===== config.mk =====
export PLATFORM = sky130hd
export DESIGN_NAME = mem_byte_streamer
export DESIGN_NICKNAME = d
export VERILOG_FILES = /design/src/rtl/mem_byte_streamer.sv
export SDC_FILE = /design/constraint.sdc
export NUM_CORES = 1
export LEC_CHECK = 0
export CAP_MARGIN = 5
export CORE_MARGIN = 2
export CORE_UTILIZATION = 53
export CTS_BUF_LIST = sky130_fd_sc_hd__clkbuf_16
export DETAILED_ROUTE_END_ITERATION = 10
export GPL_TIMING_DRIVEN = 0
export PLACE_DENSITY = 0.86
export SLEW_MARGIN = 15
export SYNTH_ARGS = -nofsm -noshare
export SYNTH_HDL_FRONTEND = slang
export SYNTH_SLANG_ARGS = --single-unit

===== constraint.sdc =====
create_clock -name clk -period 6.09 [get_ports clk]
set_input_delay 0.9135 -clock clk [delete_from_list [all_inputs] [get_ports clk]]
set_output_delay 0.9135 -clock clk [all_outputs]
set_load 0.03 [all_outputs]

===== src/rtl/mem_byte_streamer.sv =====
`default_nettype none
// ============================================================================
// Module      : mem_byte_streamer
// Description : Reads ceil(byte_len/BPW) words from a synchronous memory port
//               starting at base_addr and streams them out one byte at a time
//               on a valid/ack interface, in a selectable byte order.
// Revision    : 1.0 - initial release
// ============================================================================
module mem_byte_streamer #(
    parameter int DATA_W     = 16,
    parameter int ADDR_W     = 14,
    parameter int LEN_W      = 16,
    parameter int MEM_LAT    = 1,
    parameter int BIG_ENDIAN = 0
) (
    input  logic              clk,
    input  logic              rst,
    input  logic              start,
    input  logic              abort,
    input  logic [ADDR_W-1:0] base_addr,
    input  logic [LEN_W-1:0]  byte_len,
    output logic              busy,
    output logic              done,
    output logic [ADDR_W-1:0] mem_addr,
    output logic              mem_rd,
    input  logic [DATA_W-1:0] mem_data,
    output logic              out_valid,
    output logic [7:0]        out_data,
    input  logic              out_ack
);

    localparam int c_bpw       = DATA_W / 8;
    localparam int c_bidx_w    = (c_bpw > 1) ? $clog2(c_bpw) : 1;
    localparam int c_lat_w     = (MEM_LAT > 1) ? $clog2(MEM_LAT) : 1;
    localparam logic [c_bidx_w-1:0] c_bidx_last = c_bidx_w'(c_bpw - 1);
    localparam logic [c_bidx_w-1:0] c_bidx_one  = c_bidx_w'(1);
    localparam logic [c_lat_w-1:0]  c_lat_init  = c_lat_w'((MEM_LAT > 0) ? MEM_LAT - 1 : 0);
    localparam logic [c_lat_w-1:0]  c_lat_one   = c_lat_w'(1);
    localparam logic [LEN_W-1:0]    c_len_one   = LEN_W'(1);
    localparam logic [ADDR_W-1:0]   c_addr_one  = ADDR_W'(1);

    typedef enum logic [2:0] {
        S_IDLE  = 3'd0,
        S_FETCH = 3'd1,
        S_WAIT  = 3'd2,
        S_SEND  = 3'd3,
        S_DONE  = 3'd4
    } state_t;

    state_t              r_state;
    state_t              w_state_nxt;
    logic [ADDR_W-1:0]   r_addr;
    logic [LEN_W-1:0]    r_rem;
    logic [c_lat_w-1:0]  r_lat;
    logic [c_bidx_w-1:0] r_bidx;
    logic [DATA_W-1:0]   r_shift;
    logic [DATA_W-1:0]   w_shift_nxt;
    logic                w_load;
    logic                w_capture;
    logic                w_take;
    logic                w_next_word;

    // Byte order only changes which end of the word is presented and which way it moves.
    generate
        if (BIG_ENDIAN != 0) begin : g_be
            assign out_data    = r_shift[DATA_W-1 -: 8];
            assign w_shift_nxt = r_shift << 8;
        end else begin : g_le
            assign out_data    = r_shift[7:0];
            assign w_shift_nxt = r_shift >> 8;
        end
    endgenerate

    assign busy      = (r_state == S_FETCH) || (r_state == S_WAIT) || (r_state == S_SEND);
    assign done      = (r_state == S_DONE);
    assign mem_rd    = (r_state == S_FETCH);
    assign out_valid = (r_state == S_SEND);
    assign mem_addr  = r_addr;

    // State register.
    always_ff @(posedge clk or posedge rst) begin
        if (rst) begin
            r_state <= S_IDLE;
        end else begin
            r_state <= w_state_nxt;
        end
    end

    // Next-state decode; abort beats everything while busy, a new start wins over abort when idle.
    always_comb begin
        w_state_nxt = r_state;
        w_load      = 1'b0;
        w_capture   = 1'b0;
        w_take      = 1'b0;
        w_next_word = 1'b0;
        case (r_state)
            S_IDLE, S_DONE: begin
                if (start) begin
                    w_load      = 1'b1;
                    w_state_nxt = (byte_len == '0) ? S_DONE : S_FETCH;
                end else if (abort) begin
                    w_state_nxt = S_IDLE;
                end
            end
            S_FETCH: begin
                if (abort) begin
                    w_state_nxt = S_IDLE;
                end else if (MEM_LAT == 0) begin
                    w_capture   = 1'b1;
                    w_state_nxt = S_SEND;
                end else begin
                    w_state_nxt = S_WAIT;
                end
            end
            S_WAIT: begin
                if (abort) begin
                    w_state_nxt = S_IDLE;
                end else if (r_lat == '0) begin
                    w_capture   = 1'b1;
                    w_state_nxt = S_SEND;
                end
            end
            S_SEND: begin
                if (abort) begin
                    w_state_nxt = S_IDLE;
                end else if (out_ack) begin
                    w_take = 1'b1;
                    if (r_rem == c_len_one) begin
                        w_state_nxt = S_DONE;
                    end else if (r_bidx == c_bidx_last) begin
                        w_next_word = 1'b1;
                        w_state_nxt = S_FETCH;
                    end
                end
            end
            default: w_state_nxt = S_IDLE;
        endcase
    end

    // Datapath: command latch, latency counter, word shift register and byte counters.
    always_ff @(posedge clk or posedge rst) begin
        if (rst) begin
            r_addr  <= '0;
            r_rem   <= '0;
            r_lat   <= '0;
            r_bidx  <= '0;
            r_shift <= '0;
        end else begin
            if (w_load) begin
                r_addr <= base_addr;
                r_rem  <= byte_len;
            end
            if (r_state == S_FETCH) begin
                r_lat <= c_lat_init;
            end else if ((r_state == S_WAIT) && (r_lat != '0)) begin
                r_lat <= r_lat - c_lat_one;
            end
            if (w_capture) begin
                r_shift <= mem_data;
                r_bidx  <= '0;
            end else if (w_take) begin
                r_shift <= w_shift_nxt;
                r_bidx  <= r_bidx + c_bidx_one;
                r_rem   <= r_rem - c_len_one;
            end
            if (w_next_word) begin
                r_addr <= r_addr + c_addr_one;
            end
        end
    end

endmodule
`default_nettype wire


==> flow_summary.ini <==
[floorplan]
initial_core_util_pct = 54.1
die-width_um = 78.3
core_area_um2 = 5410
die_area_um2 = 6130
rows = 27
die_h_um = 78.3
pin_count = 77

[yosys]
syn_nets = 379
netlist_instances = 325
yosysUniqueCellTypes = 57
synth_area_um2 = 2920
synth-edff-count = 0
yosys_warnings = 0
ys_seq_area_share_pct = 43.6
yosys_register_bits = 51
dominantRegCellSynth = dfrtp_1
synth-async-reset-ratio_pct = 100
synth.avg_cell_area_um2 = 9.00

[sta]
period_share_pct = 47.1
hold_viol_final = 0
relSlewSlack_pct = 58.5
max_freq_mhz = 349
tightest_slew_ns = 0.622
min_period_ns = 2.87
rsz0062_at_grt = no
setup_tns_ns = 0
slew_viol_final = 0
setup_slack_ns = 3.22
clock_skew_ns = 0.00644
setup_viol = 0

[critical_path]
critPathRequiredTime_ns = 5.18
r2r_start = r_rem[1]
end_kind = output pin
path_max_fanout = 10
startpoint_type = register
worstPathArrival_ns = 1.95
crit_start = r_state[0]
critPathKind = register to output pin

[placement]
pre_cts_slack_ns = 3.18
place.gp.congestion = 0.864
port_buffers = 76
dp_hpwl_um = 5530
dp_cells = 474

[cells_and_area]
n_antenna_cell = 0
fin_cells = 482
drive_above_1_share_pct = 11.2
final.fill_count = 426
syn_to_final_growth_pct = 35.7
final_nets = 463

[detailed_routing]
drc = 0
drtAntennaViolNets = 0
vias = 2889
drt_iter0_markers = 193
drt-total-wl_um = 7750
post_drt_wl_per_cell_um = 16.1
dr.pass1.iters = 5
viasPerCell = 5.99

[power_and_ir_drop]
total_power_uw = 1840
vdd.ir_drop.worst_uv = 298
powerDensity_nw_per_um2 = 463
p_leak_uw = 0.00159

[outcome]
status = finished, final reports clean

[min_path]
hp-class = register to register
min_from = r_shift[15]

[cts]
ctsResizeCount = 0
clk_path_buf_depth = 2
cts_sinks = 51
ctsHoldBuffers = 0
clk_pin_slew_ns = 0.07
cts_tree = done
cts_max_level = 2
clk_latency_ns = 0.29
cts_buffers = 5
cts-root-buf = clkbuf_16
cts_setup_buffers = 0

[grt]
grt_start_max_net_pins = 36
grt_pass1_vias = 2766
grt-ovfl-total = 0
grt_pass1_wl_um = 12900
antenna_found_initial = 0
track_usage_pct = 26.3

[job]
cap_violations = 0
cells in the mapped netlist, types with 6 or more instances:
library cell / number / area share, %
nor2_1: 41 / 5.3
dfrtp_1: 51 / 44
buf_4: 11 / 2.8
a211oi_1: 6 / 1.5
inv_1: 10 / 1.3
nand3_1: 12 / 2.1
a21oi_1: 21 / 3.6
a31oi_1: 7 / 1.5
buf_2: 6 / 1.0
nand2_1: 38 / 4.9
a22o_1: 8 / 2.4
o21ai_0: 14 / 2.4
nor4_1: 9 / 1.9
per-stage QoR:
stage	hold WS, ns	util (%)	instance area [um^2]
finish	0.501	73.4	3970
global route	0.519	73.4	3970
CTS	0.506	73.4	3970
detailed placement	0.483	70.2	3790
global placement	0.463	69.8	3770
floorplan	0.447	-	2920
cell type report:
class	instances	area, um^2	share of cell area (%)
multi-input cells	239	1450	36.4
flip-flops and latches	51	1280	32.2
repair buffers	77	781	19.7
plain buffers	25	165	4.16
clock buffers	5	125	3.15
well taps	72	90.1	2.27
clock inverters	3	47.5	1.20
inverters	10	37.5	0.946
where the power goes:
part	switching, uW	internal, uW
combinational	463	387
sequential	166	497
clock	128	196
registers in the layout, summed over array words and instances, names as in the netlist:
signal and count:
r_bidx 1, r_lat 1, mem_addr 14, r_state 3
r_rem 16, r_shift 16
worst paths after layout:
path                                to  slack [ns]  cells after the start
max                               done        3.22                      4
min                        r_shift[15]        0.50                      1
max reg2reg                mem_addr[2]        3.90                      8
min reg2reg                r_shift[15]        0.50                      1
max in group asynchronous     r_rem[6]        4.66                      3
min in group asynchronous  mem_addr[2]        0.92                      2
layer usage:
layer | vias to the layer above | global-route usage, % | wire length, um
met5 | - | 0 | 0
met4 | 0 | 8.95 | 167
met3 | 21 | 4.83 | 539
met2 | 137 | 44.0 | 3770
met1 | 1361 | 34.6 | 3280
li1 | 1370 | - | -
cell families after synthesis:
family | count (synthesis) | synth area share, %
simple gates | 140 | 25.1
compound gates | 94 | 22.4
flops | 51 | 43.6
buf+inv | 35 | 6.93
fa+ha+maj | 3 | 1.28
xor+xnor | 1 | 0.300
mux | 1 | 0.342
placed cells by master (no fill, tap or decap), drive strengths merged, types with 8 or more instances in the layout:
cell | Yosys | routed
a22o | 8 | 8
nand2 | 38 | 38
nor2 | 42 | 42
inv | 10 | 11
o21ai | 16 | 16
nand3 | 13 | 13
dfrtp | 51 | 51
a21oi | 21 | 21
buf | 21 | 22
clkdlybuf4s50 | 0 | 76
clkbuf | 4 | 9
nor4 | 11 | 11
critical path, cell delays in order, from the launching register on:
cell	delay, ns
dfrtp_1	0.42
buf_2	0.21
nor2_1	0.21
and2_1	0.16
clkdlybuf4s50_1	0.66
Note: power is estimated with default switching activity, not from simulation.
